### config.mk
export PLATFORM = sky130hd
export DESIGN_NAME = max3421_spi_responder
export DESIGN_NICKNAME = d
export VERILOG_FILES = /design/src/rtl/usb_spi_pkg.sv /design/src/rtl/spi_input_sync.sv /design/src/rtl/max3421_spi_responder.sv
export SDC_FILE = /design/constraint.sdc
export NUM_CORES = 1
export LEC_CHECK = 0
export BUFFER_PORTS_ARGS = -buffer_cell sky130_fd_sc_hd__buf_2
export CORE_MARGIN = 3
export CORE_UTILIZATION = 23
export CTS_CLUSTER_SIZE = 40
export DETAILED_ROUTE_END_ITERATION = 12
export GPL_TIMING_DRIVEN = 0
export HOLD_SLACK_MARGIN = 0.03
export SETUP_SLACK_MARGIN = 0.02
export SLEW_MARGIN = 20
export SYNTH_ARGS = -nofsm -noshare
export SYNTH_HDL_FRONTEND = slang
export SYNTH_SLANG_ARGS = --single-unit
### constraint.sdc
create_clock -name clk_in -period 2.7 [get_ports clk_in]
set_clock_uncertainty 0.15 [all_clocks]
set_input_delay 0.27 -clock clk_in [delete_from_list [all_inputs] [get_ports clk_in]]
set_output_delay 0.27 -clock clk_in [all_outputs]
set_load 0.01 [all_outputs]
### src/rtl/usb_spi_pkg.sv
// Shared definitions for the MAX3421E SPI link: FSM states, command byte
// layout and the register map used by both ends of the link.
package usb_spi_pkg;

    typedef enum logic [1:0] {
        IDLE = 2'd0,
        CMD  = 2'd1,
        WR   = 2'd2,
        RD   = 2'd3
    } spi_state_t;

    // Command byte layout: {addr[7:3], unused[2], dir[1], ackstat[0]}
    localparam int CMD_ADDR_MSB = 7;
    localparam int CMD_ADDR_LSB = 3;
    localparam int CMD_DIR_BIT  = 1;
    localparam int CMD_ACK_BIT  = 0;

    localparam int REG_ADDR_W = 5;
    localparam int NUM_REGS   = 32;

    // MAX3421E register map (subset used by usb_controller)
    localparam logic [REG_ADDR_W-1:0] REG_RCVFIFO  = 5'd1;
    localparam logic [REG_ADDR_W-1:0] REG_SNDFIFO  = 5'd2;
    localparam logic [REG_ADDR_W-1:0] REG_USBIRQ   = 5'd13;
    localparam logic [REG_ADDR_W-1:0] REG_USBIEN   = 5'd14;
    localparam logic [REG_ADDR_W-1:0] REG_USBCTL   = 5'd15;
    localparam logic [REG_ADDR_W-1:0] REG_CPUCTL   = 5'd16;
    localparam logic [REG_ADDR_W-1:0] REG_PINCTL   = 5'd17;
    localparam logic [REG_ADDR_W-1:0] REG_REVISION = 5'd18;
    localparam logic [REG_ADDR_W-1:0] REG_HIRQ     = 5'd25;
    localparam logic [REG_ADDR_W-1:0] REG_MODE     = 5'd27;
    localparam logic [REG_ADDR_W-1:0] REG_HCTL     = 5'd29;
    localparam logic [REG_ADDR_W-1:0] REG_HXFR     = 5'd30;
    localparam logic [REG_ADDR_W-1:0] REG_HRSL     = 5'd31;

    // Extract the register address from a command byte.
    function automatic logic [REG_ADDR_W-1:0] cmd_addr(input logic [7:0] cmd);
        return cmd[CMD_ADDR_MSB:CMD_ADDR_LSB];
    endfunction

endpackage

### src/rtl/spi_input_sync.sv
// Multi-flop synchronizer for one asynchronous SPI pin, with single-cycle
// rise and fall strobes derived from the synchronized level.
module spi_input_sync #(
    parameter int SYNC_STAGES = 2
) (
    input  logic clk_in,
    input  logic n_rst_in,
    input  logic async_in,
    output logic sync_out,
    output logic rise_out,
    output logic fall_out
);

    logic [SYNC_STAGES-1:0] chain;
    logic                   prev;

    // Shift the pin through the synchronizer and keep one cycle of history.
    // NOTE: sequential state uses non-blocking assignments so every flop
    // samples the pre-edge value, which is what makes the chain a chain.
    always_ff @(posedge clk_in or negedge n_rst_in) begin
        if (!n_rst_in) begin
            chain <= '0;
            prev  <= 1'b0;
        end else begin
            chain <= {chain[SYNC_STAGES-2:0], async_in};
            prev  <= chain[SYNC_STAGES-1];
        end
    end

    assign sync_out = chain[SYNC_STAGES-1];
    assign rise_out = sync_out & ~prev;
    assign fall_out = ~sync_out & prev;

endmodule

### src/rtl/max3421_spi_responder.sv
// SPI responder standing in for the MAX3421E: decodes the command byte,
// shifts out the status byte, and serves a 32 x 8 register file.
module max3421_spi_responder
    import usb_spi_pkg::*;
#(
    parameter int          SYNC_STAGES = 2,
    parameter logic [31:0] RO_MASK     = 32'h0000_0000
) (
    input  logic                  clk_in,
    input  logic                  n_rst_in,
    input  logic                  sclk_in,
    input  logic                  n_ss_in,
    input  logic                  mosi_in,
    output logic                  miso_out,
    output logic                  miso_oe_out,
    input  logic [7:0]            status_in,
    input  logic                  loc_we_in,
    input  logic [REG_ADDR_W-1:0] loc_addr_in,
    input  logic [7:0]            loc_data_in,
    output logic                  wr_valid_out,
    output logic [REG_ADDR_W-1:0] wr_addr_out,
    output logic [7:0]            wr_data_out,
    output logic                  rd_valid_out,
    output logic [REG_ADDR_W-1:0] rd_addr_out,
    output logic                  busy_out
);

    logic sclk_level_unused, sclk_rise, sclk_fall;
    logic ss_level, ss_rise, ss_fall;
    logic mosi_level, mosi_rise_unused, mosi_fall_unused;

    spi_input_sync #(.SYNC_STAGES(SYNC_STAGES)) u_sync_sclk (
        .clk_in   (clk_in),
        .n_rst_in (n_rst_in),
        .async_in (sclk_in),
        .sync_out (sclk_level_unused),
        .rise_out (sclk_rise),
        .fall_out (sclk_fall)
    );

    spi_input_sync #(.SYNC_STAGES(SYNC_STAGES)) u_sync_ss (
        .clk_in   (clk_in),
        .n_rst_in (n_rst_in),
        .async_in (n_ss_in),
        .sync_out (ss_level),
        .rise_out (ss_rise),
        .fall_out (ss_fall)
    );

    spi_input_sync #(.SYNC_STAGES(SYNC_STAGES)) u_sync_mosi (
        .clk_in   (clk_in),
        .n_rst_in (n_rst_in),
        .async_in (mosi_in),
        .sync_out (mosi_level),
        .rise_out (mosi_rise_unused),
        .fall_out (mosi_fall_unused)
    );

    spi_state_t            state;
    logic                  armed;
    logic [2:0]            bit_cnt;
    logic [7:0]            shift_in;
    logic [7:0]            shift_out;
    logic [REG_ADDR_W-1:0] addr;
    logic                  ackstat_unused;
    logic [7:0]            regs [NUM_REGS];

    logic [7:0] rx_byte;
    logic       byte_done;
    logic       spi_commit;

    // The byte as it stands including the bit being sampled on this rise.
    assign rx_byte    = {shift_in[6:0], mosi_level};
    assign byte_done  = sclk_rise && (bit_cnt == 3'd7);
    assign spi_commit = (state == WR) && byte_done && !ss_rise && !RO_MASK[addr];
    assign busy_out   = (state != IDLE);

    // Transaction FSM: select handling, bit shifting and byte-level actions.
    always_ff @(posedge clk_in or negedge n_rst_in) begin
        if (!n_rst_in) begin
            state          <= IDLE;
            armed          <= 1'b0;
            bit_cnt        <= 3'd0;
            shift_in       <= 8'h00;
            shift_out      <= 8'h00;
            addr           <= '0;
            ackstat_unused <= 1'b0;
            miso_out       <= 1'b0;
            miso_oe_out    <= 1'b0;
            wr_valid_out   <= 1'b0;
            wr_addr_out    <= '0;
            wr_data_out    <= 8'h00;
            rd_valid_out   <= 1'b0;
            rd_addr_out    <= '0;
        end else begin
            wr_valid_out <= 1'b0;
            rd_valid_out <= 1'b0;
            // A select held low through reset must not start a transaction.
            if (ss_level) armed <= 1'b1;

            if (ss_rise) begin
                state       <= IDLE;
                miso_oe_out <= 1'b0;
                miso_out    <= 1'b0;
                bit_cnt     <= 3'd0;
            end else begin
                case (state)
                    IDLE: begin
                        if (ss_fall && armed) begin
                            state       <= CMD;
                            shift_out   <= status_in;
                            miso_out    <= status_in[7];
                            miso_oe_out <= 1'b1;
                            bit_cnt     <= 3'd0;
                        end
                    end
                    default: begin
                        if (sclk_rise) begin
                            shift_in <= rx_byte;
                            bit_cnt  <= bit_cnt + 3'd1;
                            if (bit_cnt == 3'd7) begin
                                case (state)
                                    CMD: begin
                                        addr           <= cmd_addr(rx_byte);
                                        ackstat_unused <= rx_byte[CMD_ACK_BIT];
                                        if (rx_byte[CMD_DIR_BIT]) begin
                                            state     <= WR;
                                            shift_out <= 8'h00;
                                        end else begin
                                            state     <= RD;
                                            shift_out <= regs[cmd_addr(rx_byte)];
                                        end
                                    end
                                    WR: begin
                                        wr_valid_out <= 1'b1;
                                        wr_addr_out  <= addr;
                                        wr_data_out  <= rx_byte;
                                    end
                                    RD: begin
                                        rd_valid_out <= 1'b1;
                                        rd_addr_out  <= addr;
                                        shift_out    <= regs[addr];
                                    end
                                    default: ;
                                endcase
                            end
                        end else if (sclk_fall) begin
                            // First fall of a byte shows the freshly loaded MSB;
                            // later falls advance to the next bit.
                            if (bit_cnt == 3'd0) begin
                                miso_out <= shift_out[7];
                            end else begin
                                miso_out  <= shift_out[6];
                                shift_out <= {shift_out[6:0], 1'b0};
                            end
                        end
                    end
                endcase
            end
        end
    end

    // Register file: local writes first, SPI commit last so SPI wins on a tie.
    // NOTE: the register file is reset explicitly because software expects
    // every register to read zero after reset; this forces flops, not RAM.
    always_ff @(posedge clk_in or negedge n_rst_in) begin
        if (!n_rst_in) begin
            for (int i = 0; i < NUM_REGS; i++) regs[i] <= 8'h00;
        end else begin
            if (loc_we_in) regs[loc_addr_in] <= loc_data_in;
            // NOTE: of two non-blocking writes to one element in a block,
            // the later statement takes effect, giving SPI priority.
            if (spi_commit) regs[addr] <= rx_byte;
        end
    end

endmodule

---- Word level (Yosys, flattened, before mapping) ----
Memories as Yosys holds them, arrays and structs flattened.
Index checks and enable logic that the tools add are counted.
cells by class
  reduce and logical (&&, ||, !) cells .... 28
  equal/unequal tests ..................... 10
  multiplexer cells ....................... 53
  add/sub/neg operators ................... 1
  bitwise gates (word level) .............. 13
  magnitude comparators ................... 6
operators by type and width
  cell                                                                          number
  256-bit bitwise mux                                                           2
  256-bit 2-to-1 mux                                                            2
  8-bit 2-to-1 mux                                                              13
  8-bit binary-select mux with 5-bit select                                     2
  8-bit demux with 5-bit select                                                 2
  1-bit 2-to-1 mux                                                              21
  6-bit >= comparator, second input constant                                    3
  5-bit NOT with 6-bit output                                                   3
  8-bit one-hot mux with 2 select lines                                         1
  5-bit AND reduction                                                           3
  3-bit nonzero test                                                            5
  6-bit by 1-bit less-than comparator with 1-bit output, second input constant  2
  2-bit 2-to-1 mux                                                              6
  3-bit 2-to-1 mux                                                              4
  1-bit logical AND                                                             7
  5-bit by 6-bit less-than comparator with 1-bit output, second input constant  1
  3-bit by 1-bit != test with 1-bit output, second input constant               2
  1-bit NOT                                                                     6
  3-bit AND reduction                                                           2
  6-bit AND reduction                                                           1
  2-bit nonzero test                                                            3
  1-bit AND                                                                     4
  2-bit == test, second input constant                                          2
  4-bit by 1-bit != test with 1-bit output, second input constant               1
  other kinds (11)                                                              13
word-level totals
  register bits after elaboration ......... 312
  logic and storage cells ................. 162
  memory bits (read-only) ................. 32
  output and inout port bits .............. 23
  memories ................................ 1
  input port bits ......................... 27
memory list
  name             depth  bits a word  read ports  clocked after memory_dff  wr ports  RTL line                     source
  (no name shown)  32     1            1           0                         0         max3421_spi_responder.sv:75  assign spi_commit = (state == WR) && byte_done && !ss_rise && !RO_MASK[addr];

---- Longest topological paths before layout ----
Gate-level depths: netlist (run 1).
  word-level depth ........................ 9
  mapped depth ............................ 10
  gate-level depth less buffers ........... 8

---- By module ----
From an unflattened synthesis (run 1), not the netlist that was laid out.
unflattened totals
  cell total of the unflattened synthesis .. 1895
  area, all modules ....................... 19068.3 µm²
modules (own cells, without submodules)
  module                 area each (µm²)  sequential area each (µm²)  times used  cells each
  max3421_spi_responder  18798.0          7607.3                      1           1880
  spi_input_sync         90.1             75.1                        3           5

---- Worst setup path after synthesis (run 1) ----
No wires, ideal clock.
  kind .................................... register -> register
  start ................................... register u_sync_sclk.prev
  end ..................................... register regs[158] (netlist name)
  data arrival time ....................... 1.904 ns
  path buffers ............................ 3
  library setup time ...................... 0.137 ns
  stages on the path, launching flop included .. 11
  slack ................................... 0.509 ns
  data required time ...................... 2.413 ns
  period minus slack after synthesis ...... 2.191 ns
  path through ............................ dfrtp_1 inv_1 ha_1 buf_2 nand4_1 buf_2 nor3_2 nand2_1 clkbuf_1 nor2_1 a21oi_1
between the ends
  longest elaborated chain between the ends .. 7
RTL lines
  element                          RTL line                      source
  from (decl)                      spi_input_sync.sv:15          logic prev;
  from (signal assigned)           spi_input_sync.sv:26          prev <= chain[SYNC_STAGES-1];
  1-bit NOT                        spi_input_sync.sv:31          assign rise_out = sync_out & ~prev;
  1-bit AND                        spi_input_sync.sv:31
  1-bit logical AND                max3421_spi_responder.sv:74   assign byte_done = sclk_rise && (bit_cnt == 3'd7);
  1-bit logical AND (3 in series)  max3421_spi_responder.sv:75
  256-bit 2-to-1 mux               max3421_spi_responder.sv:173  if (spi_commit) regs[addr] <= rx_byte;
  to (signal, indexed assignment)  max3421_spi_responder.sv:170  if (loc_we_in) regs[loc_addr_in] <= loc_data_in;
  to (signal, indexed assignment)  max3421_spi_responder.sv:173
  to (decl)                        max3421_spi_responder.sv:66   logic [7:0] regs [NUM_REGS];
No other way between the ends.
A chain may end at the register's enable or synchronous reset.

---- Worst setup path after layout (run 1) ----
  start ................................... register addr[1]
  end ..................................... register shift_out[1]
between the ends
  longest elaborated chain between the ends .. 8
RTL lines
  element                                               RTL line                      source
  from (decl)                                           max3421_spi_responder.sv:64   logic [REG_ADDR_W-1:0] addr;
  from (signal assigned)                                max3421_spi_responder.sv:124  addr <= cmd_addr(rx_byte);
  5-bit NOT with 6-bit output (not written as such)     max3421_spi_responder.sv:142  shift_out <= regs[addr];
  8-bit binary-select mux with 5-bit select             max3421_spi_responder.sv:142
  8-bit 2-to-1 mux (not written as such) (2 in series)  max3421_spi_responder.sv:142
  8-bit one-hot mux with 2 select lines                 max3421_spi_responder.sv:122  case (state)
  8-bit 2-to-1 mux                                      max3421_spi_responder.sv:121  if (bit_cnt == 3'd7) begin
  8-bit 2-to-1 mux                                      max3421_spi_responder.sv:118  if (sclk_rise) begin
  8-bit 2-to-1 mux                                      max3421_spi_responder.sv:107  case (state)
  to (signal assigned)                                  max3421_spi_responder.sv:111  shift_out <= status_in;
  to (signal assigned)                                  max3421_spi_responder.sv:131  shift_out <= regs[cmd_addr(rx_byte)];
  to (signal assigned)                                  max3421_spi_responder.sv:142
  to (decl)                                             max3421_spi_responder.sv:63   logic [7:0] shift_out;
No other way between the ends. The select of a mux whose other input is x is not followed.

==> metrics.cfg, run 1 <==
[place]
io_buffers = 45
place_inst = 2999
place_area_um2 = 20400
dp_hpwl_um = 58300
gp_congestion = 1.05

[layout]
fin_cells = 3098
area_delta_synth_final_pct = 22.2
num-fill-cells = 8501
drive_gt1_share_pct = 20.4
fin_area_um2 = 22900
fin_nets = 2039

[timing]
finalSetupViolations = 4
hold_violations = 0
fin_ws_ns = -0.0252
slew_headroom_pct = 27.7
worstMarginPinSlew_ns = 1.08
grt_setup_unrepaired = true
drv_slew = 0
period_needed_ns = 2.73
timing.fmax_ghz = 0.367
fin_crit_sh_pct = 101
tns_ns = -0.0451

[power_and_ir_drop]
switching_power_mw = 6.47
p_seq_share_pct = 38.1
irDropWorstVdd_v = 0.000384
p_comb_share_pct = 31.8
powerDensity_nw_per_um2 = 752
power_mw = 17.2
power.leakage_nw = 9.38
internal-power_mw = 10.7
clock_power_share_pct = 30.1
switching_share_pct = 37.6

[die]
dieArea_um2 = 84900
die_width_um = 291
rows = 104
core_um2 = 80700
die_h_um = 291
start_util_pct = 23.2
io_pins = 50

[global_routing]
grt_pass1_wl_um = 115000
antenna_found_initial = 6
grt_pass1_vias = 16025
grt_max_degree = 92
grt-ovfl-total = 0
grt_usage_pct = 18.4

[logic_synthesis]
synth_top_flop_cell = dfrtp_1
synthDistinctLibCells = 60
synth_edf_count = 0
syn_area_um2 = 18700
async_flop_share_pct = 100
synth_area_per_cell_um2 = 9.91
synthesis.nets = 1922
yosysSeqAreaShare_pct = 41.7
synth.ff_latch_count = 312
netlist_instances = 1890
yosys_warnings = 0

[clock_network]
cts_tree = yes
root_buffer = clkbuf_16
cts_sinks = 312
path_clk_slew_ns = 0.06
insertion_delay_ns = 0.57
numCtsBuffers = 38
htreeDepth = 2
clockBufferDepth = 3

[critical_path]
critical_path_required_ns = 2.98
reg2reg_from = addr[1]$_DFFE_PN0P_
crit_arrival_ns = 3.00
crit_end = shift_out[1]$_DFFE_PN0P_
cp_max_fo = 10
r2r_end = shift_out[1]$_DFFE_PN0P_
critPathLaunch = addr[1]$_DFFE_PN0P_
criticalPathCategory = register to register
r2r_slack_ns = -0.03
r2r_cells = 10
start_kind = register
crit_path_end_kind = register

[worst_hold_path]
hold_path.class = primary input to register

[run]
cap_violations = 0

[routing]
drt_wl_total_um = 79700
antenna_left = 0
drt_iter0_drc = 2143
drt_first_pass_iters = 5
avgViaCountPerCell = 5.31
drc = 0
wl_per_cell_um = 25.7
vias = 16460

[status]
outcome = complete, but fails checks
failed_checks = negative setup slack

==> cells by family after synthesis <==
group	count (synthesis)	share of synthesized area, %
buffers and inverters	173	4.13
AO/OA/AOI/OAI	400	11.8
multiplexers	461	29.1
flip-flops	312	41.7
AND/OR/NAND/NOR	539	13.0
adder cells (fa/ha/maj)	5	0.334
==> power groups by stage <==
stage               Clock, mW  Sequential [mW]  Combinational [mW]
floorplan                   0             6.06                3.20
global placement            0             6.45                4.99
detailed placement          0             6.47                5.04
CTS                      5.25             6.45                5.25
global route             5.45             6.60                5.69
finish                   5.19             6.56                5.47
==> final cells by class <==
| class | instances | area, um2 | share of cell area, % |
|---|---|---|---|
| antenna | 3 | 7.51 | 0.0328 |
| buffer | 161 | 1060 | 4.64 |
| clock buffer | 54 | 1140 | 5.00 |
| clock inverter | 14 | 101 | 0.443 |
| inverter | 9 | 37.5 | 0.164 |
| multi-input combinational | 1405 | 10800 | 47.0 |
| sequential | 312 | 7810 | 34.1 |
| tap | 1060 | 1330 | 5.79 |
| timing repair buffer | 80 | 653 | 2.85 |
==> critical path: stages, from the launching register on <==
cell and delay [ns]:
dfrtp_1 0.33, clkbuf_4 0.19, buf_12 0.17, buf_16 0.18
buf_12 0.20, mux2i_4 0.30, o22ai_2 0.16, nor4_2 0.36
a21oi_1 0.15, a21oi_2 0.26, o211ai_1 0.13
==> Yosys cell counts (7+ instances only) <==
cell	number	share of area [%]
a21oi_1	274	7.3
a31oi_1	8	0.27
buf_2	40	1.1
buf_4	9	0.36
clkbuf_1	101	2.0
dfrtp_1	312	42
inv_1	7	0.14
mux2_2	13	0.78
mux2i_1	383	20
mux4_2	65	7.8
nand2_1	121	2.4
nand3_1	31	0.83
nand3b_1	9	0.36
nor2_1	286	5.7
nor2b_1	7	0.23
nor3_1	10	0.27
nor4_1	13	0.43
o21ai_0	12	0.32
o21bai_1	7	0.28
o22ai_1	77	2.6
==> through the flow <==
step	setup WS, ns	utilization (%)	hold WS, ns
floorplan	0.509	-	-0.176
global placement	-5.14	25.1	0.184
detailed placement	-0.642	25.3	0.0244
CTS	-0.0120	27.9	0.0421
global route	-0.0359	28.4	0.0561
finish	-0.0252	28.4	0.0776
==> placed cells by master, fill, tap and decap left out, types with 12 or more instances in the layout <==
cell type and count:
clkinv_2 12, o22ai_1 65, mux2i_2 22, nand2_2 13, mux4_2 65, dlygate4sd3_1 20, nand3_1 31, mux2i_1 344
clkbuf_16 41, mux2_2 13, nor2_1 285, buf_2 71, mux2i_4 17, buf_6 13, clkbuf_1 64, a21oi_1 267
clkbuf_2 31, nand2_1 108, dfrtp_1 312, buf_4 17
==> flip-flops by register name (all words and copies together), names as in the netlist, 3 cells and up <==
name	cells
regs	256
wr_addr_out	5
shift_out	8
shift_in	7
rd_addr_out	5
wr_data_out	8
addr	5
bit_cnt	3
==> timing repair <==
| item | 4_1_cts | 5_1_grt |
|---|---|---|
| pin swaps | 7 | 9 |
| buffers inserted | 6 | 5 |
| endpoints found under the setup margin | 269 | 166 |
| hold buffers | 20 | 0 |
| gates resized for setup | 144 | 128 |
| endpoints found under the hold margin | 201 | 0 |
==> worst min-delay path by stage <==
stage                                   startpoint                        endpoint  slack [ns]  cells after the start
global route                        loc_data_in[0]               regs[8]$_DFF_PN0_        0.06                      3
finish                              loc_data_in[0]               regs[0]$_DFF_PN0_        0.08                      3
CTS                                 loc_data_in[0]               regs[0]$_DFF_PN0_        0.04                      3
floorplan                                 n_rst_in             addr[0]$_DFFE_PN0P_       -0.18                      0
detailed placement                        n_rst_in          bit_cnt[1]$_DFFE_PN0P_        0.02                      1
global placement    u_sync_mosi.chain[0]$_DFF_PN0_  u_sync_mosi.chain[1]$_DFF_PN0_        0.18                      0
==> routing by layer <==
metal | vias up | track usage [%] | part of all wire, %
met5 | - | 0 | 0.043
met2 | 914 | 27.2 | 44
li1 | 7108 | - | -
met3 | 214 | 6.20 | 12
met4 | 6 | 8.36 | 4.9
met1 | 8218 | 24.2 | 40
Note: power is estimated with default switching activity, not from simulation.
==> inputs of run 2 (changes only) <==
==> constraint.sdc (replaced) <==
create_clock -name clk_in -period 2.7 [get_ports clk_in]
set_clock_uncertainty 0.15 [all_clocks]
set_input_delay 0.135 -clock clk_in [delete_from_list [all_inputs] [get_ports clk_in]]
set_output_delay 0.135 -clock clk_in [all_outputs]
set_load 0.01 [all_outputs]
==> metrics.cfg, run 2 (synthesis gave the netlist of run 1 again) <==
[status]
outcome = complete, but fails checks
failed_checks = negative setup slack

[timing]
timing.fmax_ghz = 0.368  ; +0.24%
grt_setup_unrepaired = true
slew_headroom_pct = 26.8  ; -0.88 points
drv_slew = 0  ; unchanged
fin_crit_sh_pct = 101  ; -0.24 points
finalSetupViolations = 2  ; -2
period_needed_ns = 2.72  ; -0.00645 ns
worstMarginPinSlew_ns = 1.10  ; +0.0172 ns
tns_ns = -0.0270  ; +0.0182 ns
fin_hold_ws_ns = 0.0737  ; -0.00392 ns
hold_violations = 0  ; unchanged
fin_ws_ns = -0.0188  ; +0.00645 ns

[layout]
fin_nets = 2042  ; +0.15%
fin_cells = 3102  ; +0.13%
regMostFlops = regs
largest_register_ff_count = 256  ; unchanged
largestRegisters = regs x256, shift_out x8, wr_data_out x8
final_cell_mix = 337 x mux2i_1, 312 x dfrtp_1, 285 x nor2_1
final_common_cell = mux2i_1
area_delta_synth_final_pct = 22.8
num-fill-cells = 8471  ; -0.35%
seqCellArea_um2 = 7810  ; unchanged
drive_gt1_share_pct = 20.7  ; +0.26 points
multi_input_area_um2 = 10800  ; +0.80%
fin_area_um2 = 23000  ; +0.48%

[critical_path]
crit_path_end_kind = register
critical_path_required_ns = 3.00  ; +0.02 ns
cp_top_family = simple AND/OR/NAND/NOR gates
slowest_delay_ns = 0.57  ; +0.21 ns
r2r_cells = 8  ; -2
start_kind = register
crit_slowest_cell = or4_1
crit_arrival_ns = 3.02  ; +0.02 ns
critPathBufInv = 2  ; -2
criticalPathCategory = register to register
cp_max_fo = 10  ; unchanged
path_cells = clkbuf_4, buf_6, mux2i_2, o22ai_1, or4_1, nor2_1, o2111ai_1, o221a_1
r2r_slack_ns = -0.02  ; about the same
path_depth = 8  ; -2

[power_and_ir_drop]
irDropWorstVdd_v = 0.000384  ; about the same
switching_power_mw = 6.50  ; +0.36%
switching_share_pct = 37.6  ; +0.047 points
internal-power_mw = 10.8  ; +0.16%
p_comb_share_pct = 31.8  ; about the same
power.leakage_nw = 9.41  ; +0.30%
p_seq_share_pct = 38.1  ; about the same
powerDensity_nw_per_um2 = 750  ; -0.24%
clock_power_share_pct = 30.1  ; about the same

[global_routing]
grt-ovfl-total = 0  ; unchanged
grt_busiest_layer = met2
antenna_found_initial = 6  ; unchanged
use_met3_pct = 6.47  ; +0.27 points
grt_max_degree = 92  ; unchanged
grt_pass1_vias = 16018  ; -0.044%
grt_usage_pct = 18.4  ; +0.039 points
grt_pass1_wl_um = 115000  ; +0.10%
use_met2_pct = 27.1  ; -0.13 points
met1_usage_pct = 24.1  ; -0.043 points

[place]
dp_hpwl_um = 58300  ; unchanged
place_area_um2 = 20400  ; unchanged
gp_congestion = 1.05  ; unchanged
dp_slack_ns = -0.642  ; unchanged
place_inst = 2999  ; unchanged
io_buffers = 45  ; unchanged

[routing]
drt_iter0_drc = 2030  ; -5.3%
drc = 0  ; unchanged
drt_first_pass_iters = 5  ; unchanged
antenna_left = 0  ; unchanged
vias = 16636  ; +1.1%
avgViaCountPerCell = 5.36  ; +0.94%
wl_per_cell_um = 25.7  ; about the same
drt_wl_total_um = 79800  ; +0.14%

[die]
start_util_pct = 23.2  ; unchanged
die_width_um = 291  ; unchanged
die_h_um = 291  ; unchanged
core_um2 = 80700  ; unchanged
rows = 104  ; unchanged
io_pins = 50  ; unchanged
dieArea_um2 = 84900  ; unchanged

[clock_network]
numCtsBuffers = 38  ; unchanged
cts_sinks = 312  ; unchanged
cts_tree = yes
path_clk_slew_ns = 0.06  ; about the same
clockBufferDepth = 3  ; unchanged
root_buffer = clkbuf_16
insertion_delay_ns = 0.58  ; about the same
htreeDepth = 2  ; unchanged

[worst_hold_path]
hold_path.class = primary input to register
whs_path_depth = 2  ; -1

[run]
cap_violations = 0  ; unchanged

run 2: cell count changes in the layout (fill, tap and decap cells not counted), sizes merged:
cell / before / now
buf: 123 / 124
clkbuf: 152 / 153
diode: 3 / 4
dlygate4sd3: 20 / 21
run 2: area by class of cell:
| class | count | area share [%] |
|---|---|---|
| Clock buffer | 54 | 4.98 |
| Tap cell | 1060 | 5.77 |
| Antenna cell | 4 | 0.0435 |
| Clock inverter | 14 | 0.441 |
| Buffer | 162 | 4.58 |
| Multi-Input combinational cell | 1405 | 47.1 |
| Timing Repair Buffer | 82 | 2.97 |
| Sequential cell | 312 | 33.9 |
| Inverter | 9 | 0.163 |
run 2: metrics by stage:
stage | power (mW) | util (%)
after floorplan | 9.26 | -
after global placement | 11.4 | 25.1
after detailed placement | 11.5 | 25.3
after CTS | 17.0 | 27.9
after global routing | 17.8 | 28.5
final | 17.3 | 28.5
run 2: metal layers:
| metal | share of wire (%) | up-vias |
|---|---|---|
| li1 | - | 7132 |
| met2 | 43 | 940 |
| met3 | 12 | 239 |
| met1 | 40 | 8321 |
| met4 | 5.3 | 4 |
| met5 | 0.025 | - |
run 2: path summary, 6_finish.rpt:
kind | startpoint | end
setup / recovery | addr[1]$_DFFE_PN0P_ | shift_out[7]$_DFFE_PN0P_
hold / removal | sclk_in | u_sync_sclk.chain[0]$_DFF_PN0_
setup reg to reg | addr[1]$_DFFE_PN0P_ | shift_out[7]$_DFFE_PN0P_
hold reg to reg | u_sync_ss.chain[0]$_DFF_PN0_ | u_sync_ss.chain[1]$_DFF_PN0_
max in group asynchronous | n_rst_in | regs[106]$_DFF_PN0_
min in group asynchronous | n_rst_in | u_sync_sclk.chain[1]$_DFF_PN0_
run 2: power by group through the flow:
| stage | combinational (mW) | clock [mW] | sequential, mW |
|---|---|---|---|
| floorplan | 3.20 | 0 | 6.06 |
| global placement | 4.99 | 0 | 6.45 |
| detailed placement | 5.04 | 0 | 6.47 |
| CTS | 5.25 | 5.25 | 6.45 |
| global route | 5.72 | 5.45 | 6.63 |
| finish | 5.48 | 5.20 | 6.57 |
run 2: worst reg2reg max path, stage by stage (launching register included):
cell and delay [ns]:
dfrtp_1 0.33, clkbuf_4 0.19, buf_6 0.25, mux2i_2 0.33, o22ai_1 0.18, or4_1 0.57
nor2_1 0.25, o2111ai_1 0.13, o221a_1 0.24
run 2: what timing repair did:
item | in CTS | in global routing
gates resized for setup | 144 | 139
hold buffers | 22 | 0
hold endpoints to repair | 239 | 0
setup endpoints to repair | 269 | 168
buffers inserted | 6 | 5
pin swaps | 7 | 12
==> inputs of run 3 (changes only) <==
BUFFER_PORTS_ARGS = not set   (was -buffer_cell sky130_fd_sc_hd__buf_2)
CORE_ASPECT_RATIO = 0.75   (was not set)
DONT_BUFFER_PORTS = 1   (was not set)
==> metrics.cfg, run 3 (synthesis gave the netlist of run 1 again) <==
[routing]
drt_iter0_drc = 2477  ; +22%
vias = 16616  ; -0.12%
drc = 0  ; unchanged
drt_first_pass_iters = 8  ; +3
antenna_left = 0  ; unchanged
drt_wl_total_um = 83200  ; +4.2%
avgViaCountPerCell = 5.48  ; +2.2%
wl_per_cell_um = 27.4  ; +6.6%

[layout]
largestRegisters = regs x256, shift_out x8, wr_data_out x8
utilization_pct = 28.5  ; about the same
final_cell_mix = 346 x mux2i_1, 311 x dfrtp_1, 285 x nor2_1
area_delta_synth_final_pct = 21.2
fin_nets = 1989  ; -2.6%
regMostFlops = regs
final_common_cell = mux2i_1
drive_gt1_share_pct = 19.5  ; -1.2 points
fin_area_um2 = 22700  ; -1.3%
largest_register_ff_count = 256  ; unchanged
num-fill-cells = 8294  ; -2.1%

[clock_network]
cts_sinks = 312  ; unchanged
cts_hold_buf = 22  ; unchanged
clockBufferDepth = 3  ; unchanged
cts_tree = yes
insertion_delay_ns = 0.62  ; +0.04 ns
path_clk_slew_ns = 0.07  ; about the same
numCtsBuffers = 30  ; -21%
htreeDepth = 1  ; -1
root_buffer = clkbuf_16

[die]
io_pins = 50  ; unchanged
die_width_um = 336  ; +15%
core_um2 = 79600  ; -1.3%
dieArea_um2 = 85000  ; about the same
rows = 89  ; -14%
start_util_pct = 23.5  ; +0.31 points
die_h_um = 253  ; -13%

[critical_path]
crit_arrival_ns = 3.08  ; +0.06 ns
criticalPathCategory = register to register
slowest_delay_ns = 0.65  ; +0.08 ns
reg2reg_from = shift_in[5]$_DFFE_PN0P_
r2r_cells = 6  ; -2
r2r_end = shift_out[6]$_DFFE_PN0P_
start_kind = register
path_cells = clkbuf_2, nand2_1, o22ai_2, o21bai_1, a21oi_2, o211ai_1
r2r_slack_ns = -0.06  ; -0.04 ns
critical_path_required_ns = 3.03  ; +0.03 ns
cp_max_fo = 10  ; unchanged
crit_slowest_cell = dfrtp_1
crit_path_end_kind = register

[place]
place_area_um2 = 20100  ; -1.8%
dp_hpwl_um = 61000  ; +4.5%
io_buffers = 0  ; -100%
gp_congestion = 1.10  ; +5.1%

[timing]
finalSetupViolations = 6  ; +4
worstMarginPinSlew_ns = 1.19  ; +0.0913 ns
timing.fmax_ghz = 0.363  ; -1.4%
drv_slew = 0  ; unchanged
period_needed_ns = 2.76  ; +0.0383 ns
fin_ws_ns = -0.0571  ; -0.0383 ns
slew_headroom_pct = 20.4  ; -6.4 points
fin_crit_sh_pct = 102  ; +1.4 points
fin_hold_ws_ns = -0.934  ; -1.01 ns
grt_setup_unrepaired = true
hold_violations = 312  ; +312

[power_and_ir_drop]
irDropWorstVdd_v = 0.000566  ; +47%
power.leakage_nw = 9.14  ; -2.8%
powerDensity_nw_per_um2 = 747  ; -0.38%

[run]
cap_violations = 0  ; unchanged

[global_routing]
antenna_found_initial = 6  ; unchanged
grt_pass1_wl_um = 117000  ; +1.2%
grt-ovfl-total = 0  ; unchanged
grt_pass1_vias = 15132  ; -5.5%
grt_usage_pct = 19.1  ; +0.67 points
grt_max_degree = 313  ; +240%

[status]
outcome = complete, but fails checks
failed_checks = negative hold slack, negative setup slack

[worst_hold_path]
hold_path.class = primary input to asynchronous set/reset pin

[run 3: worst max-delay path by stage]
stage / startpoint / endpoint / slack, ns
after floorplan: u_sync_sclk.prev$_DFF_PN0_ / regs[158]$_DFF_PN0_ / 0.51
after global placement: addr[1]$_DFFE_PN0P_ / regs[30]$_DFF_PN0_ / -0.95
after detailed placement: shift_in[4]$_DFFE_PN0P_ / shift_out[6]$_DFFE_PN0P_ / -0.78
after CTS: addr[1]$_DFFE_PN0P_ / shift_out[6]$_DFFE_PN0P_ / -0.07
after global routing: addr[1]$_DFFE_PN0P_ / shift_out[6]$_DFFE_PN0P_ / -0.07
final: shift_in[5]$_DFFE_PN0P_ / shift_out[6]$_DFFE_PN0P_ / -0.06
[run 3: metal layers]
| layer | up-vias | GRT usage [%] | share of wire, % |
|---|---|---|---|
| li1 | 7013 | - | - |
| met1 | 8391 | 28.0 | 44 |
| met2 | 1054 | 24.0 | 37 |
| met3 | 150 | 10.1 | 16 |
| met4 | 8 | 3.89 | 2.4 |
| met5 | - | 1.06 | 0.47 |
[run 3: power by group]
group | internal, mW | switching, mW
clock | 2.76 | 2.04
combinational | 2.19 | 3.52
sequential | 5.53 | 0.933
[run 3: final cells by class]
cell class                      instances  area (um2)  share of cell area [%]
Multi-Input combinational cell       1405       10900                    48.2
Sequential cell                       312        7810                    34.4
Tap cell                             1046        1310                    5.76
Buffer                                162        1120                    4.92
Clock buffer                           41         843                    3.71
Timing Repair Buffer                   37         412                    1.81
Clock inverter                         14         226                   0.997
Inverter                                9        37.5                   0.165
Antenna cell                            7        17.5                  0.0771
[run 3: metrics by stage]
stage | hold slack, ns | power (mW) | cells | TNS (ns) | setup WS [ns]
after floorplan | -0.311 | 9.26 | 1890 | 0 | 0.509
after detailed placement | -0.302 | 11.4 | 2936 | -82.16 | -0.777
final | -0.934 | 17.0 | 3033 | -0.183 | -0.0571
after global routing | -0.952 | 17.4 | 3030 | -0.162 | -0.0685
after CTS | -0.950 | 16.5 | 3019 | -0.0737 | -0.0737
after global placement | -0.303 | 11.4 | 2936 | -105.91 | -0.954
[run 3: worst max-delay path: cells and delay by family, from the launching register on]
kind            cells  cell delay (ns)
compound gates      4             0.98
flops               1             0.65
buf+inv             1             0.43
simple gates        1             0.40
[run 3: timing repair]
item,in CTS,in global routing
pin swaps,12,6
resized for setup,189,150
hold endpoints to repair,496,312
buffers inserted,8,7
setup endpoints to repair,272,228
